$ cat config.mk
export PLATFORM = sky130hd
export DESIGN_NAME = pwm_capture
export DESIGN_NICKNAME = d
export VERILOG_FILES = /design/src/rtl/pwm_pkg.sv /design/src/rtl/sync_edge.sv /design/src/rtl/pwm_capture.sv
export SDC_FILE = /design/constraint.sdc
export NUM_CORES = 1
export LEC_CHECK = 0
export CAP_MARGIN = 20
export CORE_UTILIZATION = 50
export CTS_BUF_LIST = sky130_fd_sc_hd__clkbuf_2
export CTS_CLUSTER_DIAMETER = 150
export DETAILED_ROUTE_END_ITERATION = 12
export PLACE_DENSITY = 0.75
export SETUP_SLACK_MARGIN = 0.02
export SYNTH_ARGS = -nofsm -noshare
export SYNTH_HDL_FRONTEND = slang
export SYNTH_SLANG_ARGS = --single-unit
$ cat constraint.sdc
create_clock -name sys_clk -period 4.5 [get_ports sys_clk]
set_input_delay 0.675 -clock sys_clk [delete_from_list [all_inputs] [get_ports sys_clk]]
set_output_delay 0.675 -clock sys_clk [all_outputs]
set_load 0.02 [all_outputs]
$ cat src/rtl/pwm_pkg.sv
// -----------------------------------------------------------------------------
// pwm_pkg
// Definitions shared by the PWM capture block and the LED PWM generators.
// It holds the capture FSM state encoding and the default counter width,
// timeout and synchronizer depth. The PWM generators use the same width for
// their step and pwm counters.
// -----------------------------------------------------------------------------
package pwm_pkg;

    localparam int DEFAULT_CNT_WIDTH   = 18;
    localparam int DEFAULT_TIMEOUT     = 200000;
    localparam int DEFAULT_SYNC_STAGES = 2;

    typedef enum logic [1:0] {
        ST_IDLE  = 2'd0,
        ST_HIGH  = 2'd1,
        ST_LOW   = 2'd2,
        ST_STUCK = 2'd3
    } cap_state_t;

endpackage

$ cat src/rtl/sync_edge.sv
// -----------------------------------------------------------------------------
// sync_edge
// Brings an asynchronous input into the clock domain through a flop chain,
// then detects rising and falling edges against one more register.
// It can be reused for button inputs.
//
// Ports:
//   clk    in   clock
//   rst    in   synchronous active-high reset; clears the chain and edge reg
//   din    in   asynchronous input
//   level  out  synchronized level (last stage of the chain)
//   rise   out  one-cycle pulse on a synchronized 0->1 transition
//   fall   out  one-cycle pulse on a synchronized 1->0 transition
// -----------------------------------------------------------------------------
module sync_edge
    import pwm_pkg::*;
#(
    parameter int STAGES = DEFAULT_SYNC_STAGES
) (
    input  logic clk,
    input  logic rst,
    input  logic din,
    output logic level,
    output logic rise,
    output logic fall
);

    logic [STAGES-1:0] chain;
    logic              prev;

    always_ff @(posedge clk) begin
        if (rst) begin
            chain <= '0;
            prev  <= 1'b0;
        end else begin
            chain <= {chain[STAGES-2:0], din};
            prev  <= chain[STAGES-1];
        end
    end

    assign level = chain[STAGES-1];
    assign rise  = level & ~prev;
    assign fall  = ~level & prev;

endmodule

$ cat src/rtl/pwm_capture.sv
// -----------------------------------------------------------------------------
// pwm_capture
// Measures the high time and period of an external PWM waveform in sys_clk
// cycles. Each complete rise-to-rise period is published with a one-cycle
// valid strobe. If no qualifying edge arrives within TIMEOUT cycles, the
// block enters STUCK. On that entry it publishes zeros and records the
// stuck level.
//
// Ports:
//   sys_clk      in   sole clock
//   sys_rst      in   synchronous active-high reset
//   pwm_in       in   asynchronous PWM input
//   enable       in   0 holds the FSM in IDLE and clears the counters
//   valid        out  one-cycle strobe; the data outputs update with it
//   high_cnt     out  last measured high time
//   period_cnt   out  last measured period
//   stuck        out  1 while the FSM is in STUCK
//   stuck_level  out  synchronized input level captured on STUCK entry
// -----------------------------------------------------------------------------
module pwm_capture
    import pwm_pkg::*;
#(
    parameter int CNT_WIDTH   = DEFAULT_CNT_WIDTH,
    parameter int TIMEOUT     = DEFAULT_TIMEOUT,
    parameter int SYNC_STAGES = DEFAULT_SYNC_STAGES
) (
    input  logic                 sys_clk,
    input  logic                 sys_rst,
    input  logic                 pwm_in,
    input  logic                 enable,
    output logic                 valid,
    output logic [CNT_WIDTH-1:0] high_cnt,
    output logic [CNT_WIDTH-1:0] period_cnt,
    output logic                 stuck,
    output logic                 stuck_level
);

    localparam logic [CNT_WIDTH-1:0] ONE        = CNT_WIDTH'(1);
    localparam logic [CNT_WIDTH-1:0] TIMER_LAST = CNT_WIDTH'(TIMEOUT - 1);
    localparam logic [CNT_WIDTH-1:0] CNT_MAX    = {CNT_WIDTH{1'b1}};

    logic                 s;
    logic                 rise;
    logic                 fall;
    cap_state_t           state;
    cap_state_t           next_state;
    logic [CNT_WIDTH-1:0] period_ctr;
    logic [CNT_WIDTH-1:0] high_ctr;
    logic [CNT_WIDTH-1:0] timer;
    logic [CNT_WIDTH-1:0] period_inc;
    logic                 timed_out;
    logic                 publish;
    logic                 enter_stuck;

    sync_edge #(
        .STAGES (SYNC_STAGES)
    ) u_sync_edge (
        .clk   (sys_clk),
        .rst   (sys_rst),
        .din   (pwm_in),
        .level (s),
        .rise  (rise),
        .fall  (fall)
    );

    // The timer counts cycles since the last qualifying edge (or since
    // IDLE entry). The timeout fires on the cycle the count reaches TIMEOUT.
    assign timed_out = (timer >= TIMER_LAST);

    // A full high phase followed by a full low phase can approach twice
    // TIMEOUT. The period counter therefore saturates instead of wrapping.
    assign period_inc = (period_ctr == CNT_MAX) ? period_ctr : period_ctr + ONE;

    always_ff @(posedge sys_clk) begin
        if (sys_rst) begin
            state <= ST_IDLE;
        end else begin
            state <= next_state;
        end
    end

    // An edge always takes priority over a timeout in the same cycle.
    // A fall is only meaningful in HIGH.
    always_comb begin
        next_state = state;
        if (!enable) begin
            next_state = ST_IDLE;
        end else begin
            case (state)
                ST_IDLE: begin
                    if (rise)           next_state = ST_HIGH;
                    else if (timed_out) next_state = ST_STUCK;
                end
                ST_HIGH: begin
                    if (fall)           next_state = ST_LOW;
                    else if (timed_out) next_state = ST_STUCK;
                end
                ST_LOW: begin
                    if (rise)           next_state = ST_HIGH;
                    else if (timed_out) next_state = ST_STUCK;
                end
                ST_STUCK: begin
                    if (rise)           next_state = ST_HIGH;
                end
                default: next_state = ST_IDLE;
            endcase
        end
    end

    always_comb begin
        stuck       = (state == ST_STUCK);
        publish     = enable && (state == ST_LOW) && rise;
        enter_stuck = enable && (state != ST_STUCK) && (next_state == ST_STUCK);
    end

    // Measurement counters. A rise that starts a period loads 1 into both
    // counters, so each counter equals the cycle distance to the edge that
    // ends it. The high counter holds its value through the LOW phase.
    always_ff @(posedge sys_clk) begin
        if (sys_rst || !enable || enter_stuck) begin
            period_ctr <= '0;
            high_ctr   <= '0;
            timer      <= '0;
        end else begin
            case (state)
                ST_IDLE: begin
                    if (rise) begin
                        period_ctr <= ONE;
                        high_ctr   <= ONE;
                        timer      <= '0;
                    end else begin
                        timer <= timer + ONE;
                    end
                end
                ST_HIGH: begin
                    period_ctr <= period_inc;
                    if (fall) begin
                        timer <= '0;
                    end else begin
                        high_ctr <= high_ctr + ONE;
                        timer    <= timer + ONE;
                    end
                end
                ST_LOW: begin
                    if (rise) begin
                        period_ctr <= ONE;
                        high_ctr   <= ONE;
                        timer      <= '0;
                    end else begin
                        period_ctr <= period_inc;
                        timer      <= timer + ONE;
                    end
                end
                ST_STUCK: begin
                    if (rise) begin
                        period_ctr <= ONE;
                        high_ctr   <= ONE;
                        timer      <= '0;
                    end
                end
                default: begin
                    timer <= '0;
                end
            endcase
        end
    end

    // Published results. These keep their last values while the block is
    // disabled. Only reset clears them.
    always_ff @(posedge sys_clk) begin
        if (sys_rst) begin
            valid       <= 1'b0;
            high_cnt    <= '0;
            period_cnt  <= '0;
            stuck_level <= 1'b0;
        end else begin
            valid <= 1'b0;
            if (publish) begin
                valid      <= 1'b1;
                high_cnt   <= high_ctr;
                period_cnt <= period_ctr;
            end else if (enter_stuck) begin
                valid       <= 1'b1;
                high_cnt    <= '0;
                period_cnt  <= '0;
                stuck_level <= s;
            end
        end
    end

endmodule
==> flow_summary.json, run 1 <==
{
  "ant_nets": 0,
  "mappedNetlistNets": 453,
  "numClockSinks": 97,
  "worstSetupEndpoint": "stuck",
  "fmax_mhz": 364,
  "rrSetupSlack_ps": 1870,
  "worstMarginPinSlew_ps": 760,
  "numPortBuffers": 42,
  "insertion_delay_ps": 560,
  "finalClockSkew_ps": 26.3,
  "grt_usage_pct": 19.7,
  "cts_setup_buffers": 0,
  "finalCoreUtilization_pct": 58.6,
  "critical_path.max_fanout": 8,
  "setup_violations": 0,
  "vdd_drop_max_v": 0.000155,
  "worst_setup_path_end_kind": "output port",
  "stdcell_area_mm2": 0.00479,
  "ff_latch_area_mm2": 0.00194,
  "synth_top_area_share_pct": 46.3,
  "layout-drive-gt1-share_pct": 8.44,
  "core_area_mm2": 0.00818,
  "dp_hpwl_um": 5670,
  "layout_min_cycle_time_ps": 2740,
  "numCtsBuffers": 9,
  "hp-class": "register to register",
  "synth_xor_area_share_pct": 8.99,
  "synth_seq_cells": 97,
  "pin_count": 43,
  "yosys-top-cells-area": "dfxtp_1 46%, a22o_1 7.7%, xor2_1 4.6%",
  "hold_buffers": 0,
  "die_area_mm2": 0.00875,
  "async_flop_share_pct": 0,
  "synthesis.area_mm2": 0.00419,
  "vias": 3326,
  "grt_pass1_wl_um": 13800,
  "synth_top_family_by_area": "simple AND/OR/NAND/NOR gates",
  "drc": 0,
  "cts_buffer_depth": 2,
  "n_fill_cell": 729,
  "cts_tree": "built",
  "cp.arrival_ps": 2070,
  "antenna_found_initial": 0,
  "timing.max_cap.violations": 0,
  "hold_viol_final": 0,
  "synth.avg_cell_area_um2": 9.50,
  "synth_simple_gate_area_share_pct": 22.6,
  "place_area_mm2": 0.00465,
  "ys_types": 49,
  "synth-compound-area-share_pct": 14.7,
  "rsz0062_at_grt": "false",
  "core.rowCount": 33,
  "ys.flop_type": "dfxtp_1",
  "reg2reg_to": "high_ctr[12]",
  "syn2layout_area_growth_pct": 14.3,
  "routed_wl_um": 8120,
  "slew_headroom_pct": 49.0,
  "drtPass1Iterations": 4,
  "grt-ovfl-total": 0,
  "clock-root-buffer": "clkbuf_2",
  "ctsResizeCount": 0,
  "path_clk_slew_ps": 250,
  "wl_per_cell_um": 13.7,
  "ys_warn_count": 0,
  "synth_fa_ha_area_share_pct": 2.87,
  "grt_max_degree": 40,
  "crit_path_start": "state[1]",
  "grt_pass1_vias": 2991,
  "synth_edf_count": 0,
  "viasPerCell": 5.63,
  "fp.dieW_um": 93.5,
  "r2r_cells": 8,
  "synth.area.mux_share_pct": 0.746,
  "start_kind": "register",
  "final_nets": 493,
  "place.gp.congestion": 0.871,
  "synth_largest_area_cell": "dfxtp_1",
  "detail_route.iter0.violations": 159,
  "h-tree-depth": 3,
  "r2r-start": "state[1]",
  "status": "completed",
  "path_class": "register to output port",
  "synthCells": 441,
  "fin_crit_sh_pct": 61.0,
  "crit_required_ps": 3830,
  "tns_ps": 0,
  "powerDensity_mw_per_mm2": 273,
  "die_h_um": 93.5,
  "maxSlewViolCount": 0,
  "leakagePower_nw": 1.60,
  "diodes": 0,
  "multiInputGateArea_mm2": 0.00209,
  "start_util_pct": 51.3,
  "synth-seq-area-share_pct": 46.3
}
==> sequential cells by signal, indices dropped and copies added, names as in the netlist <==
signal / flops
high_cnt: 18
high_ctr: 18
period_cnt: 18
period_ctr: 18
timer: 18
state: 2
u_sync_edge.chain: 2
stuck_level: 1
u_sync_edge.prev: 1
valid: 1
==> power breakdown <==
part	total, W	internal [W]	leakage [nW]	switching, W
Combinational	0.0000550	0.0000175	0.769	0.0000375
Clock	0.000384	0.0000817	0.0542	0.000302
Sequential	0.000869	0.000865	0.782	0.00000378
==> cell usage in the layout, fill, tap and decap left out, types with 2 or more instances in the layout <==
master           synthesis  layout
dfxtp_1                 97      97
nor2_1                  45      44
clkdlybuf4s50_1          0      42
a22o_1                  37      37
nor3_1                  34      34
nand3_1                 25      25
nand2_1                 23      23
xor2_1                  22      22
xnor2_1                 21      21
a21oi_1                 13      13
nand4_1                 12      12
inv_1                   10      10
and3_1                  10      10
clkbuf_2                 0      10
ha_1                     8       8
nor3_2                   7       7
nor2b_1                  6       6
o21ai_0                  6       6
buf_4                    0       5
nand2b_1                 4       4
clkinvlp_4               0       4
nor3b_1                  3       3
nor4_1                   2       2
and2_1                   2       2
a31oi_1                  2       2
mux2i_1                  2       2
o22ai_1                  2       2
maj3_1                   2       2
and4_1                   2       2
a41oi_1                  2       2
nor4_2                   2       2
a211oi_2                 2       2
or3_1                    2       2
inv_8                    0       2
==> worst min path at each step <==
stage / start / to / cells past startpoint
finish: u_sync_edge.chain[0] / u_sync_edge.chain[1] / 1
global route: u_sync_edge.chain[0] / u_sync_edge.chain[1] / 1
CTS: u_sync_edge.chain[0] / u_sync_edge.chain[1] / 1
detailed placement: u_sync_edge.chain[0] / u_sync_edge.chain[1] / 1
global placement: u_sync_edge.chain[0] / u_sync_edge.chain[1] / 1
floorplan: u_sync_edge.chain[0] / u_sync_edge.chain[1] / 1
==> area by class of cell <==
type,count,share of cell area (%)
clock buffer,10,1.04
sequential,97,40.5
timing repair buffer,48,10.1
clock inverter,6,1.10
tap,105,2.74
inverter,10,0.783
multi-input combinational,315,43.7
==> synthesized netlist by cell type (2+ instances only) <==
| cell type | n |
|---|---|
| a211oi_2 | 2 |
| a21oi_1 | 13 |
| a22o_1 | 37 |
| a31oi_1 | 2 |
| a41oi_1 | 2 |
| and2_1 | 2 |
| and3_1 | 10 |
| and4_1 | 2 |
| buf_2 | 4 |
| buf_6 | 6 |
| clkbuf_1 | 9 |
| dfxtp_1 | 97 |
| ha_1 | 8 |
| inv_1 | 10 |
| maj3_1 | 2 |
| mux2i_1 | 2 |
| nand2_1 | 23 |
| nand2b_1 | 4 |
| nand3_1 | 25 |
| nand4_1 | 12 |
| nor2_1 | 45 |
| nor2b_1 | 6 |
| nor3_1 | 34 |
| nor3_2 | 7 |
| nor3b_1 | 3 |
| nor4_1 | 2 |
| nor4_2 | 2 |
| o21ai_0 | 6 |
| o22ai_1 | 2 |
| or3_1 | 2 |
| xnor2_1 | 21 |
| xor2_1 | 22 |
==> stage by stage <==
step	instances	power (W)	hold slack, ps	setup slack, ps
after floorplan	441	0.000926	414	2290
after global placement	573	0.000935	454	1550
after detailed placement	573	0.000936	453	1510
after CTS	589	0.00131	477	1460
after global routing	591	0.00136	498	1630
final	591	0.00131	488	1760
==> cell families (layout without fill, tap and decap cells) <==
logic type | after synthesis | after routing
buffers and inverters | 29 | 74
AND/OR/NAND/NOR | 182 | 182
AO/OA/AOI/OAI | 77 | 77
flip-flops | 97 | 97
adder cells (fa/ha/maj) | 10 | 10
XOR/XNOR | 43 | 43
multiplexers | 3 | 3
==> critical path: stages (launching register included) <==
cell,delay [ps]
dfxtp_1,470
ha_1,390
clkdlybuf4s50_1,670
==> per-layer routing <==
metal,vias up,routed length [um],GRT usage [%]
li1,1671,-,-
met1,1573,3910,26.5
met2,72,3760,31.2
met3,10,359,4.96
met4,0,95,5.51
met5,-,0,0
No activity file was read; power rests on OpenSTA's default activity.
==> run 2, diff against run 1 <==
--- a/config.mk
+++ b/config.mk
@@ -10,7 +10,7 @@
 export CTS_BUF_LIST = sky130_fd_sc_hd__clkbuf_2
 export CTS_CLUSTER_DIAMETER = 150
 export DETAILED_ROUTE_END_ITERATION = 12
-export PLACE_DENSITY = 0.75
+export PLACE_DENSITY = 0.77
 export SETUP_SLACK_MARGIN = 0.02
 export SYNTH_ARGS = -nofsm -noshare
 export SYNTH_HDL_FRONTEND = slang
==> constraint.sdc (replaced) <==
create_clock -name sys_clk -period 2.3 [get_ports sys_clk]
set_input_delay 0.345 -clock sys_clk [delete_from_list [all_inputs] [get_ports sys_clk]]
set_output_delay 0.345 -clock sys_clk [all_outputs]
set_load 0.02 [all_outputs]
==> run 2 against run 1 <==
  * Critical path depth up 8
  * Hold slack worse by 190 ps
  * Combinational power rose to 3.2 times the previous value
  * Via count up 5.0%
  * Sequential power up 96%
  * Power up 110%
  * Flip-flop and latch count unchanged
  * Utilization up 6.5 points
  * Critical path type is now register to register
  * Largest power group unchanged
==> flow_summary.json, run 2 (synthesized netlist as in run 1, its figures left out) <==
{
  "routed_wl_um": 9590,
  "critical_path.max_fanout": 5,
  "combPwrFrac_pct": 6.2,
  "rrSetupSlack_ps": 50,
  "r2r-start": "state[0]",
  "n_fill_cell": 625,
  "setup_violations": 0,
  "numPortBuffers": 42,
  "instances_no_fill": 614,
  "grt_max_degree": 37,
  "cp.arrival_ps": 2750,
  "reg2reg_to": "high_ctr[4]",
  "path_clk_slew_ps": 250,
  "finalClockSkew_ps": 21.4,
  "diodes": 0,
  "leakagePower_nw": 1.83,
  "grt_pass1_wl_um": 14300,
  "core_area_mm2": 0.00818,
  "intPower_w": 0.00213,
  "path_class": "register to register",
  "dp_cells": 587,
  "h-tree-depth": 3,
  "clock-root-buffer": "clkbuf_2",
  "place_area_mm2": 0.00478,
  "wl_per_cell_um": 15.6,
  "numClockSinks": 97,
  "switchingPower_w": 0.000676,
  "cts_tree": "built",
  "die_h_um": 93.5,
  "layout-drive-gt1-share_pct": 17.3,
  "grt-ovfl-total": 0,
  "clkPwrFrac_pct": 33.2,
  "vias": 3492,
  "hold_viol_final": 0,
  "numCtsBuffers": 9,
  "insertion_delay_ps": 550,
  "vdd_drop_max_v": 0.000324,
  "hold_start": "pwm_in",
  "rsz0062_at_grt": "true",
  "layout_common_cells": "95 x dfxtp_1, 44 x nor2_1, 41 x clkdlybuf4s50_1",
  "r2r_cells": 10,
  "finalCoreUtilization_pct": 65.1,
  "switching_share_pct": 24.1,
  "worstHoldPathCells": 2,
  "antenna_found_initial": 0,
  "final_common_cell": "dfxtp_1",
  "slew_headroom_pct": 64.1,
  "final_nets": 517,
  "timing.max_cap.violations": 0,
  "dp_hpwl_um": 5760,
  "worstMarginPinSlew_ps": 537,
  "drc": 0,
  "grt_pass1_vias": 3085,
  "pin_count": 43,
  "status": "completed",
  "drtPass1Iterations": 5,
  "crit_required_ps": 2790,
  "detail_route.iter0.violations": 189,
  "pwr-share-seq_pct": 60.6,
  "start_kind": "register",
  "core.rowCount": 33,
  "maxSlewViolCount": 0,
  "worst_hold_slack_ps": 298,
  "cts_buffer_depth": 2,
  "grt_usage_pct": 20.6,
  "powerDensity_mw_per_mm2": 526,
  "hp-class": "primary input to register",
  "worst_setup_path_end_kind": "register",
  "fmax_mhz": 444,
  "layout_min_cycle_time_ps": 2250,
  "design_power_total_w": 0.00280,
  "crit_path_start": "state[0]",
  "fin_crit_sh_pct": 97.9,
  "viasPerCell": 5.69,
  "ant_nets": 0,
  "fp.dieW_um": 93.5,
  "syn2layout_area_growth_pct": 27.0,
  "die_area_mm2": 0.00875,
  "place.gp.congestion": 0.850,
  "start_util_pct": 51.3,
  "stdcell_area_mm2": 0.00532,
  "min_to": "u_sync_edge.chain[0]"
}
## run 2: changes by cell type in the layout (fill, tap and decap cells not counted), sizes merged, moves of 2 or more
cell,before,now
bufinv,0,2
clkinv,0,2
clkbuf,10,12
clkinvlp,4,1
buf,6,26
## run 2: layer usage
metal | global-route usage, % | wire, um | vias to the layer above
met5 | 0 | 0 | -
met4 | 8.97 | 178 | 0
met3 | 3.74 | 471 | 14
met2 | 32.0 | 4500 | 93
met1 | 27.9 | 4430 | 1675
li1 | - | - | 1710
## run 2: worst max-delay path, stage by stage (launching register included)
cell,delay (ps)
dfxtp_2,410
inv_4,60
ha_4,150
or2_4,260
a221oi_2,260
o221ai_2,170
o211ai_4,260
o21bai_4,130
buf_12,160
clkbuf_16,150
nor3_1,180
## run 2: repair_timing
action,4_1_cts,5_1_grt
hold buffers,0,0
endpoints found under the setup margin,51,74
setup buffers,2,4
gates resized for setup,7,34
pin swaps,3,11
cloned,2,4
## run 2: how the worst max path moves through the flow
stage / to / cells past startpoint / slack, ps
global route: stuck_level / 8 / -50
global placement: high_ctr[2] / 9 / 70
CTS: timer[15] / 9 / 20
finish: high_ctr[4] / 10 / 50
detailed placement: high_ctr[17] / 9 / -60
floorplan: high_cnt[0] / 10 / 90
## run 2: area by class of cell
type / count / area, um^2 / share of cell area (%)
clock buffers: 9 / 45.0 / 0.846
clock inverters: 6 / 92.6 / 1.74
inverters: 10 / 40.0 / 0.752
multi-input cells: 315 / 2280 / 42.9
flip-flops and latches: 97 / 1950 / 36.6
well taps: 105 / 131 / 2.47
repair buffers: 72 / 783 / 14.7
## run 2: per-stage QoR
| stage | setup TNS (ps) | setup slack (ps) |
|---|---|---|
| final | 0 | 47.6 |
| after global routing | -437 | -50.1 |
| after detailed placement | -620 | -55.5 |
| after floorplan | 0 | 85.9 |
| after CTS | 0 | 19.0 |
| after global placement | 0 | 74.2 |
## run 2: power by group through the flow
stage               Sequential, W  Clock, W  Combinational, W
floorplan                 0.00173         0         0.0000848
global placement          0.00173         0          0.000114
detailed placement        0.00173         0          0.000116
CTS                       0.00170  0.000955          0.000137
global route              0.00170   0.00102          0.000186
finish                    0.00170  0.000929          0.000175
